===== src/rtl/rv32_ctrl_pkg.sv =====
// Shared encodings for the RV32 multi-cycle control sequencer:
// state numbering, opcode constants, error codes and instruction classes.
package rv32_ctrl_pkg;

    typedef enum logic [2:0] {
        S_IDLE   = 3'd0,
        S_FETCH  = 3'd1,
        S_DECODE = 3'd2,
        S_EXEC   = 3'd3,
        S_MEM    = 3'd4,
        S_WB     = 3'd5,
        S_HALT   = 3'd6,
        S_ERR    = 3'd7
    } state_t;

    typedef enum logic [1:0] {
        ERR_NONE    = 2'b00,
        ERR_ILLEGAL = 2'b01,
        ERR_IMEM    = 2'b10,
        ERR_DMEM    = 2'b11
    } err_code_t;

    typedef enum logic [3:0] {
        CLS_NONE,
        CLS_LOAD,
        CLS_STORE,
        CLS_BRANCH,
        CLS_JAL,
        CLS_JALR,
        CLS_LUI,
        CLS_AUIPC,
        CLS_OPIMM,
        CLS_OP,
        CLS_SYSTEM
    } instr_class_t;

    localparam logic [6:0] OP_LOAD   = 7'b0000011;
    localparam logic [6:0] OP_STORE  = 7'b0100011;
    localparam logic [6:0] OP_BRANCH = 7'b1100011;
    localparam logic [6:0] OP_JAL    = 7'b1101111;
    localparam logic [6:0] OP_JALR   = 7'b1100111;
    localparam logic [6:0] OP_LUI    = 7'b0110111;
    localparam logic [6:0] OP_AUIPC  = 7'b0010111;
    localparam logic [6:0] OP_OPIMM  = 7'b0010011;
    localparam logic [6:0] OP_OP     = 7'b0110011;
    localparam logic [6:0] OP_SYSTEM = 7'b1110011;

    function automatic logic is_mem(input instr_class_t c);
        return (c == CLS_LOAD) || (c == CLS_STORE);
    endfunction

endpackage


===== src/rtl/opcode_classifier.sv =====
// Combinational RV32 opcode decode: maps IR[6:0] to an instruction class
// and flags anything outside the supported base opcodes as illegal.
module opcode_classifier
    import rv32_ctrl_pkg::*;
(
    input  logic [6:0]   opcode,
    output instr_class_t cls,
    output logic         illegal
);

    always_comb begin
        cls     = CLS_NONE;
        illegal = 1'b0;
        unique case (opcode)
            OP_LOAD:   cls = CLS_LOAD;
            OP_STORE:  cls = CLS_STORE;
            OP_BRANCH: cls = CLS_BRANCH;
            OP_JAL:    cls = CLS_JAL;
            OP_JALR:   cls = CLS_JALR;
            OP_LUI:    cls = CLS_LUI;
            OP_AUIPC:  cls = CLS_AUIPC;
            OP_OPIMM:  cls = CLS_OPIMM;
            OP_OP:     cls = CLS_OP;
            OP_SYSTEM: cls = CLS_SYSTEM;
            default:   illegal = 1'b1;
        endcase
    end

endmodule


===== src/rtl/multicycle_ctrl.sv =====
// Multi-cycle RV32 sequencer: FETCH/DECODE/EXEC/MEM/WB with memory
// handshakes, bus timeouts, sticky halt/error and retire/cycle counters.
module multicycle_ctrl
    import rv32_ctrl_pkg::*;
#(
    parameter int CNT_W       = 32,
    parameter int MEM_TIMEOUT = 16
) (
    input  logic             clk,
    input  logic             rst,
    input  logic [6:0]       opcode,
    output logic             imem_req,
    input  logic             imem_ack,
    output logic             dmem_req,
    output logic             dmem_we,
    input  logic             dmem_ack,
    output logic             ir_we,
    output logic             pc_we,
    output logic             reg_we,
    output logic             ren,
    output logic [2:0]       state,
    output logic             retire,
    output logic             halted,
    output logic             err,
    output logic [1:0]       err_code,
    output logic [CNT_W-1:0] instret,
    output logic [CNT_W-1:0] cycles
);

    localparam int WAIT_W = (MEM_TIMEOUT > 1) ? $clog2(MEM_TIMEOUT + 1) : 1;

    state_t       state_q, state_d;
    instr_class_t cls_q, cls_dec;
    err_code_t    err_code_q, err_val;
    logic         illegal;
    logic         wait_last;
    logic         waiting;
    logic         active;
    logic [WAIT_W-1:0] wait_q;
    logic [CNT_W-1:0]  instret_q, cycles_q;

    opcode_classifier u_cls (
        .opcode  (opcode),
        .cls     (cls_dec),
        .illegal (illegal)
    );

    // Ack in the same cycle as the final wait slot still wins.
    assign wait_last = (MEM_TIMEOUT > 0) &&
                       (wait_q == WAIT_W'(MEM_TIMEOUT - 1));

    assign waiting = ((state_q == S_FETCH) && !imem_ack) ||
                     ((state_q == S_MEM) && !dmem_ack);

    assign active = (state_q == S_FETCH) || (state_q == S_DECODE) ||
                    (state_q == S_EXEC) || (state_q == S_MEM) ||
                    (state_q == S_WB);

    always_comb begin
        state_d  = state_q;
        err_val  = ERR_NONE;
        imem_req = 1'b0;
        ir_we    = 1'b0;
        dmem_req = 1'b0;
        dmem_we  = 1'b0;
        ren      = 1'b0;
        pc_we    = 1'b0;
        reg_we   = 1'b0;
        retire   = 1'b0;
        unique case (state_q)
            S_IDLE: state_d = S_FETCH;
            S_FETCH: begin
                imem_req = 1'b1;
                if (imem_ack) begin
                    ir_we   = 1'b1;
                    state_d = S_DECODE;
                end else if (wait_last) begin
                    state_d = S_ERR;
                    err_val = ERR_IMEM;
                end
            end
            S_DECODE: begin
                if (illegal) begin
                    state_d = S_ERR;
                    err_val = ERR_ILLEGAL;
                end else if (cls_dec == CLS_SYSTEM) begin
                    state_d = S_HALT;
                end else begin
                    state_d = S_EXEC;
                end
            end
            S_EXEC: state_d = is_mem(cls_q) ? S_MEM : S_WB;
            S_MEM: begin
                dmem_req = 1'b1;
                dmem_we  = (cls_q == CLS_STORE);
                ren      = (cls_q == CLS_LOAD);
                if (dmem_ack) begin
                    state_d = S_WB;
                end else if (wait_last) begin
                    state_d = S_ERR;
                    err_val = ERR_DMEM;
                end
            end
            S_WB: begin
                pc_we   = 1'b1;
                retire  = 1'b1;
                reg_we  = (cls_q != CLS_STORE) && (cls_q != CLS_BRANCH);
                ren     = (cls_q == CLS_LOAD);
                state_d = S_FETCH;
            end
            S_HALT: state_d = S_HALT;
            S_ERR:  state_d = S_ERR;
            default: state_d = S_IDLE;
        endcase
    end

    always_ff @(posedge clk or posedge rst) begin
        if (rst) begin
            state_q    <= S_IDLE;
            cls_q      <= CLS_NONE;
            err_code_q <= ERR_NONE;
            wait_q     <= '0;
            instret_q  <= '0;
            cycles_q   <= '0;
        end else begin
            state_q <= state_d;
            if (state_q == S_DECODE) begin
                cls_q <= cls_dec;
            end
            if (err_val != ERR_NONE) begin
                err_code_q <= err_val;
            end
            // Cleared everywhere else, so it starts at 0 on FETCH/MEM entry.
            if (waiting) begin
                wait_q <= wait_q + WAIT_W'(1);
            end else begin
                wait_q <= '0;
            end
            if (active) begin
                cycles_q <= cycles_q + CNT_W'(1);
            end
            if (retire) begin
                instret_q <= instret_q + CNT_W'(1);
            end
        end
    end

    assign state    = state_q;
    assign halted   = (state_q == S_HALT);
    assign err      = (state_q == S_ERR);
    assign err_code = err_code_q;
    assign instret  = instret_q;
    assign cycles   = cycles_q;

endmodule


===== config.mk =====
export PLATFORM = sky130hd
export DESIGN_NAME = multicycle_ctrl
export DESIGN_NICKNAME = d
export VERILOG_FILES = /design/src/rtl/rv32_ctrl_pkg.sv /design/src/rtl/opcode_classifier.sv /design/src/rtl/multicycle_ctrl.sv
export SDC_FILE = /design/constraint.sdc
export NUM_CORES = 1
export LEC_CHECK = 0
export ABC_AREA = 0
export CAP_MARGIN = 20
export CORE_MARGIN = 1
export CORE_UTILIZATION = 45
export DETAILED_ROUTE_END_ITERATION = 12
export PLACE_DENSITY = 0.75
export RECOVER_POWER = 25
export SKIP_CTS_REPAIR_TIMING = 1
export SYNTH_ARGS = -nofsm -noshare
export SYNTH_HDL_FRONTEND = slang
export SYNTH_SLANG_ARGS = --single-unit
export TNS_END_PERCENT = 1

===== constraint.sdc =====
create_clock -name clk -period 2.8 [get_ports clk]
set_input_delay 0.7 -clock clk [delete_from_list [all_inputs] [get_ports clk]]
set_output_delay 0.7 -clock clk [all_outputs]
set_load 0.02 [all_outputs]

After elaboration in Yosys (flattened, before gate mapping)
Cells that the tools add are included.
- flip-flop bits (word level): 78
- output and inout bits: 79
- logic and storage cells: 71
- add/subtract/negate cells: 3
- eq/ne operators: 23
- mux-type cells: 23
- reduce and logical (&&, ||, !) cells: 16
- operators by type and width (kind ; count):
    adder 32 x 1 -> 32 bit (second input constant) ; 2
    case mux 4 bit (10 select lines) ; 1
    equality test 7 bit (second input constant) ; 4
    equality test 7 x 6 -> 1 bit (second input constant) ; 3
    case mux 3 bit (7 select lines) ; 1
    two-way mux 3 bit ; 5
    equality test 7 x 5 -> 1 bit (second input constant) ; 2
    equality test 3 bit (second input constant) ; 4
    two-way mux 1 bit ; 10
    OR reduction 10 bit ; 1
    two-way mux 2 bit ; 4
    inequality test 4 x 2 -> 1 bit (second input constant) ; 2
    equality test 7 x 2 -> 1 bit (second input constant) ; 1
    equality test 3 x 2 -> 1 bit (second input constant) ; 2
    logical OR 1 bit ; 6
    case mux 2 bit (3 select lines) ; 1
    adder 5 x 1 -> 5 bit (second input constant) ; 1
    equality test 5 x 4 -> 1 bit (second input constant) ; 1
    two-way mux 5 bit ; 1
    equality test 4 x 1 -> 1 bit (second input constant) ; 1
    equality test 4 x 2 -> 1 bit (second input constant) ; 1
    equality test 4 bit (second input constant) ; 1
    OR reduction 2 bit ; 2
    equality test 3 x 1 -> 1 bit (second input constant) ; 1
    other kinds (4) ; 7

Longest topological paths before layout
Gate-level depths: netlist of the first run.
- word-level depth: 6
- gate-level depth with buffers: 7

Cells and area by module
From an unflattened synthesis of the first run, not the netlist that was laid out.
- cells, all modules: 349
- area total of the unflattened synthesis: 3791.1 um^2
- by module, submodules not included (module ; times used ; cells each ; area an instance (um^2)):
    multicycle_ctrl ; 1 ; 328 ; 3653.5
    opcode_classifier ; 1 ; 21 ; 137.6

Least setup slack after synthesis of the first run
Ideal clock, no wire load.
- path type: register to output
- start point: register state_q[2] (netlist: state[2])
- end point: output ren
- arrival time: 1.466 ns
- setup slack: 0.634 ns
- stages on the path, launching flop included: 4
- path through: dfrtp_1 -> buf_2 -> nand2_1 -> nor4bb_1
- word-level cells in the longest chain between the ends: 3
- elaborated cells between the ends (all ways): 4
- those cells by class: eq/ne: 2; mux: 1; reduce/logical: 1
- ends and longest elaborated chain (element ; RTL line ; text):
    start: declaration ; multicycle_ctrl.sv:32 ; state_t state_q, state_d;
    start signal: assignment ; multicycle_ctrl.sv:126 ; state_q <= state_d;
    equality test 3 bit ; multicycle_ctrl.sv:70 ; unique case (state_q)
    OR reduction 2 bit (no line) * ; n/a ;
    two-way mux 1 bit * ; n/a ;
    end: declaration ; multicycle_ctrl.sv:20 ; output logic ren,
Mark *: on every way between the ends. The rest lies on a longest branch, timed or not.

Worst setup path after layout of the first run
- start point: register state_q[1] (netlist: state[1])
- end point: output dmem_we
- word-level cells in the longest chain between the ends: 2
- ends and longest elaborated chain (element ; RTL line ; text):
    equality test 3 bit ; multicycle_ctrl.sv:70 ;
    two-way mux 1 bit ; multicycle_ctrl.sv:70 ;
    end: declaration ; multicycle_ctrl.sv:15 ; output logic dmem_we,
No other way between the ends.

==> results_dict.tcl, run 1 <==
set metrics [dict create \
    ys_seq_elements 78 \
    end_kind "primary output" \
    ys_types 48 \
    cts_tree "done" \
    start_util 0.471 \
    rows 32 \
    grt_max_degree 34 \
    violations "max-capacitance violations" \
    stdcell_count 540 \
    fin_crit_ns 2.69 \
    syn_to_final_growth_pct 33.2 \
    antenna_found_initial 0 \
    synthFlopType "dfrtp_1" \
    core_area_um2 7810 \
    die_x_um 92.4 \
    viasPerCell 5.22 \
    hold_class "flip-flop to flip-flop" \
    ios 90 \
    root_buffer "clkbuf_8" \
    ys_top_cells_by_count "dfrtp_1, xnor2_1, nand2_1, nand3_1, nor2_1" \
    p_sw_frac 0.336 \
    setup_viol 0 \
    clock-sinks 78 \
    grt_pass1_wl_um 13100 \
    synth_seq_area_share 0.531 \
    drt_iter0_drc 135 \
    synth-async-reset-ratio 1.00 \
    place_congestion 0.824 \
    startpoint_type "flip-flop" \
    hold_viol 0 \
    cts_made_buffers 9 \
    die_h_um 92.4 \
    finalSetupTns_ns 0 \
    tightest_slew_ns 1.46 \
    power_frac_comb 0.318 \
    crit_end "dmem_we" \
    synth_top_area_share 0.531 \
    wl_per_cell_um 14.3 \
    p_int_mw 2.28 \
    routed_wl_um 7720 \
    htree_levels 3 \
    critPathMaxFanout 9 \
    synth.avg_cell_area_um2 11.0 \
    power_frac_seq 0.421 \
    startpoint "state[1]$_DFF_PP0_" \
    r2r_cells 6 \
    r2r_end "instret[27]$_DFFE_PP0P_" \
    maxCapViolations 1 \
    netlist_area_um2 3670 \
    max_freq_mhz 371 \
    grt_overflow 0 \
    drtPass1Iterations 4 \
    grt_pass1_vias 2729 \
    ys_warn_count 0 \
    p_leak_nw 2.11 \
    clockBufferDepth 2 \
    synth_cells 335 \
    period_share 0.962 \
    arrival_ns 1.99 \
    synth_top_area_cell "dfrtp_1" \
    placed_cells 524 \
    ant_nets 0 \
    skew_ns 0.0112 \
    drcViolationCount 0 \
    outcome "finished with violations" \
    worstPathRequired_ns 2.10 \
    crit_type "flip-flop to primary output" \
    num_vias 2820 \
    layout-drive-gt1-share 0.0753 \
    nNetsFinal 448 \
    synth_nets 350 \
    synthTopCellsByArea "dfrtp_1, xnor2_1, nand3_1" \
    slew_headroom 0.0194 \
    rsz0062_at_grt "no" \
    num_antenna_cells 0 \
    p_sw_mw 1.15 \
    cts.clk_slew.worst_paths_ns 0.07 \
    io_buffers 89 \
    synth-edff-count 0 \
    grt_use_total 0.194 \
    clkPwrFrac 0.262 \
    powerDensity_nw_per_um2 700 \
    vdd_ir_drop_max_mv 0.526 \
    dpl.hpwl_um 5680 \
    layout.filler_cells 654 \
    slew_viol_final 0 \
    r2r_start "state[1]$_DFF_PP0_" \
    die-area_um2 8530 \
    synth.most_common_cell "dfrtp_1" \
    rrSetupSlack_ns 0.57 \
    insertion_delay_ns 0.33 \
]
==> worst max-delay path: stages, from the launching register on <==
cell	delay, ns
dfrtp_1	0.46
inv_1	0.15
nand3_1	0.16
nor3_1	0.23
clkdlybuf4s50_1	0.66
==> sequential cells by signal, summed over array words and instances, names as in the netlist <==
register / count
state: 3
cls_q: 4
cycles: 32
err_code: 2
wait_q: 5
instret: 32
==> routing by layer <==
metal  GRT usage  wire, um  share of wire
met5           0         0              0
met1       0.272      3650           0.47
met3      0.0328       374          0.048
met2       0.307      3600           0.47
met4      0.0664        95          0.012
==> power groups by stage <==
stage	Combinational [mW]	Clock [mW]	Sequential (mW)
after floorplan	0.545	0	1.56
after global placement	1.08	0	1.45
after detailed placement	1.10	0	1.46
after CTS	1.11	0.919	1.44
after global routing	1.18	0.975	1.47
final	1.09	0.897	1.44
==> logic make-up (layout without fill, tap and decap cells) <==
group | count (synthesis) | count (layout) | share of synthesized area
AOI/OAI and AO/OA | 22 | 22 | 0.0415
adders and majority gates | 4 | 4 | 0.0136
xor gates and xnor gates | 65 | 65 | 0.155
and+or+nand+nor | 148 | 148 | 0.229
buffers and inverters | 15 | 118 | 0.0211
muxes | 3 | 3 | 0.00885
DFF | 78 | 78 | 0.531
==> worst min path at each step <==
stage | depth (start not counted) | to | startpoint | slack, ns
2_1_floorplan | 1 | wait_q[0]$_DFF_PP0_ | wait_q[0]$_DFF_PP0_ | 0.43
3_3_place_gp | 1 | wait_q[0]$_DFF_PP0_ | wait_q[0]$_DFF_PP0_ | 0.45
3_5_place_dp | 1 | wait_q[0]$_DFF_PP0_ | wait_q[0]$_DFF_PP0_ | 0.45
4_1_cts | 1 | wait_q[0]$_DFF_PP0_ | wait_q[0]$_DFF_PP0_ | 0.46
5_1_grt | 1 | wait_q[0]$_DFF_PP0_ | wait_q[0]$_DFF_PP0_ | 0.50
6_report | 1 | wait_q[0]$_DFF_PP0_ | wait_q[0]$_DFF_PP0_ | 0.46
==> metrics by stage <==
step | power, mW | worst slack (ns) | utilization | instance area (um2) | hold WS [ns]
5_1_grt | 3.63 | 0.0123 | 0.627 | 4900 | 0.498
3_5_place_dp | 2.56 | 0.152 | 0.602 | 4700 | 0.454
2_1_floorplan | 2.10 | 0.105 | - | 3670 | 0.433
6_report | 3.43 | 0.105 | 0.627 | 4900 | 0.459
4_1_cts | 3.47 | 0.0597 | 0.629 | 4910 | 0.464
3_3_place_gp | 2.54 | 0.188 | 0.602 | 4700 | 0.445
==> cell usage in the layout, fill, tap and decap left out, types with 3 or more instances in the layout <==
master           netlist  routed
and2_1                 3       3
nor2_1                22      22
nor3_1                 7       7
and4_1                 8       8
dfrtp_1               78      77
or3_1                  3       3
inv_1                  8       7
o21ai_0                6       6
xnor2_1               52      52
nand2_1               33      33
nor2b_1                4       4
buf_4                  1       3
a21oi_1                4       4
and3_1                13      13
a22o_1                 3       3
nand3_1               25      25
nand4_1               12      12
clkdlybuf4s50_1        0      87
xor2_1                13      13
ha_1                   4       4
clkbuf_8               0       9
==> area by class of cell <==
class / count / area [um2] / share of cell area
Sequential cell: 78 / 1950 / 0.399
Multi-Input combinational cell: 242 / 1650 / 0.336
Timing Repair Buffer: 94 / 925 / 0.189
Clock buffer: 10 / 128 / 0.0261
Tap cell: 102 / 128 / 0.0261
Clock inverter: 6 / 86.3 / 0.0176
Inverter: 8 / 31.3 / 0.00639
Note: power is estimated with default switching activity, not from simulation.
==> run 2, diff against run 1 <==
--- a/config.mk
+++ b/config.mk
@@ -6,6 +6,7 @@
 export NUM_CORES = 1
 export LEC_CHECK = 0
 export ABC_AREA = 0
+export ABC_CLOCK_PERIOD_IN_PS = 2800
 export CAP_MARGIN = 20
 export CORE_MARGIN = 1
 export CORE_UTILIZATION = 45
==> results of run 2 <==
The final DEF is identical to that of run 1; final timing and power are the same.
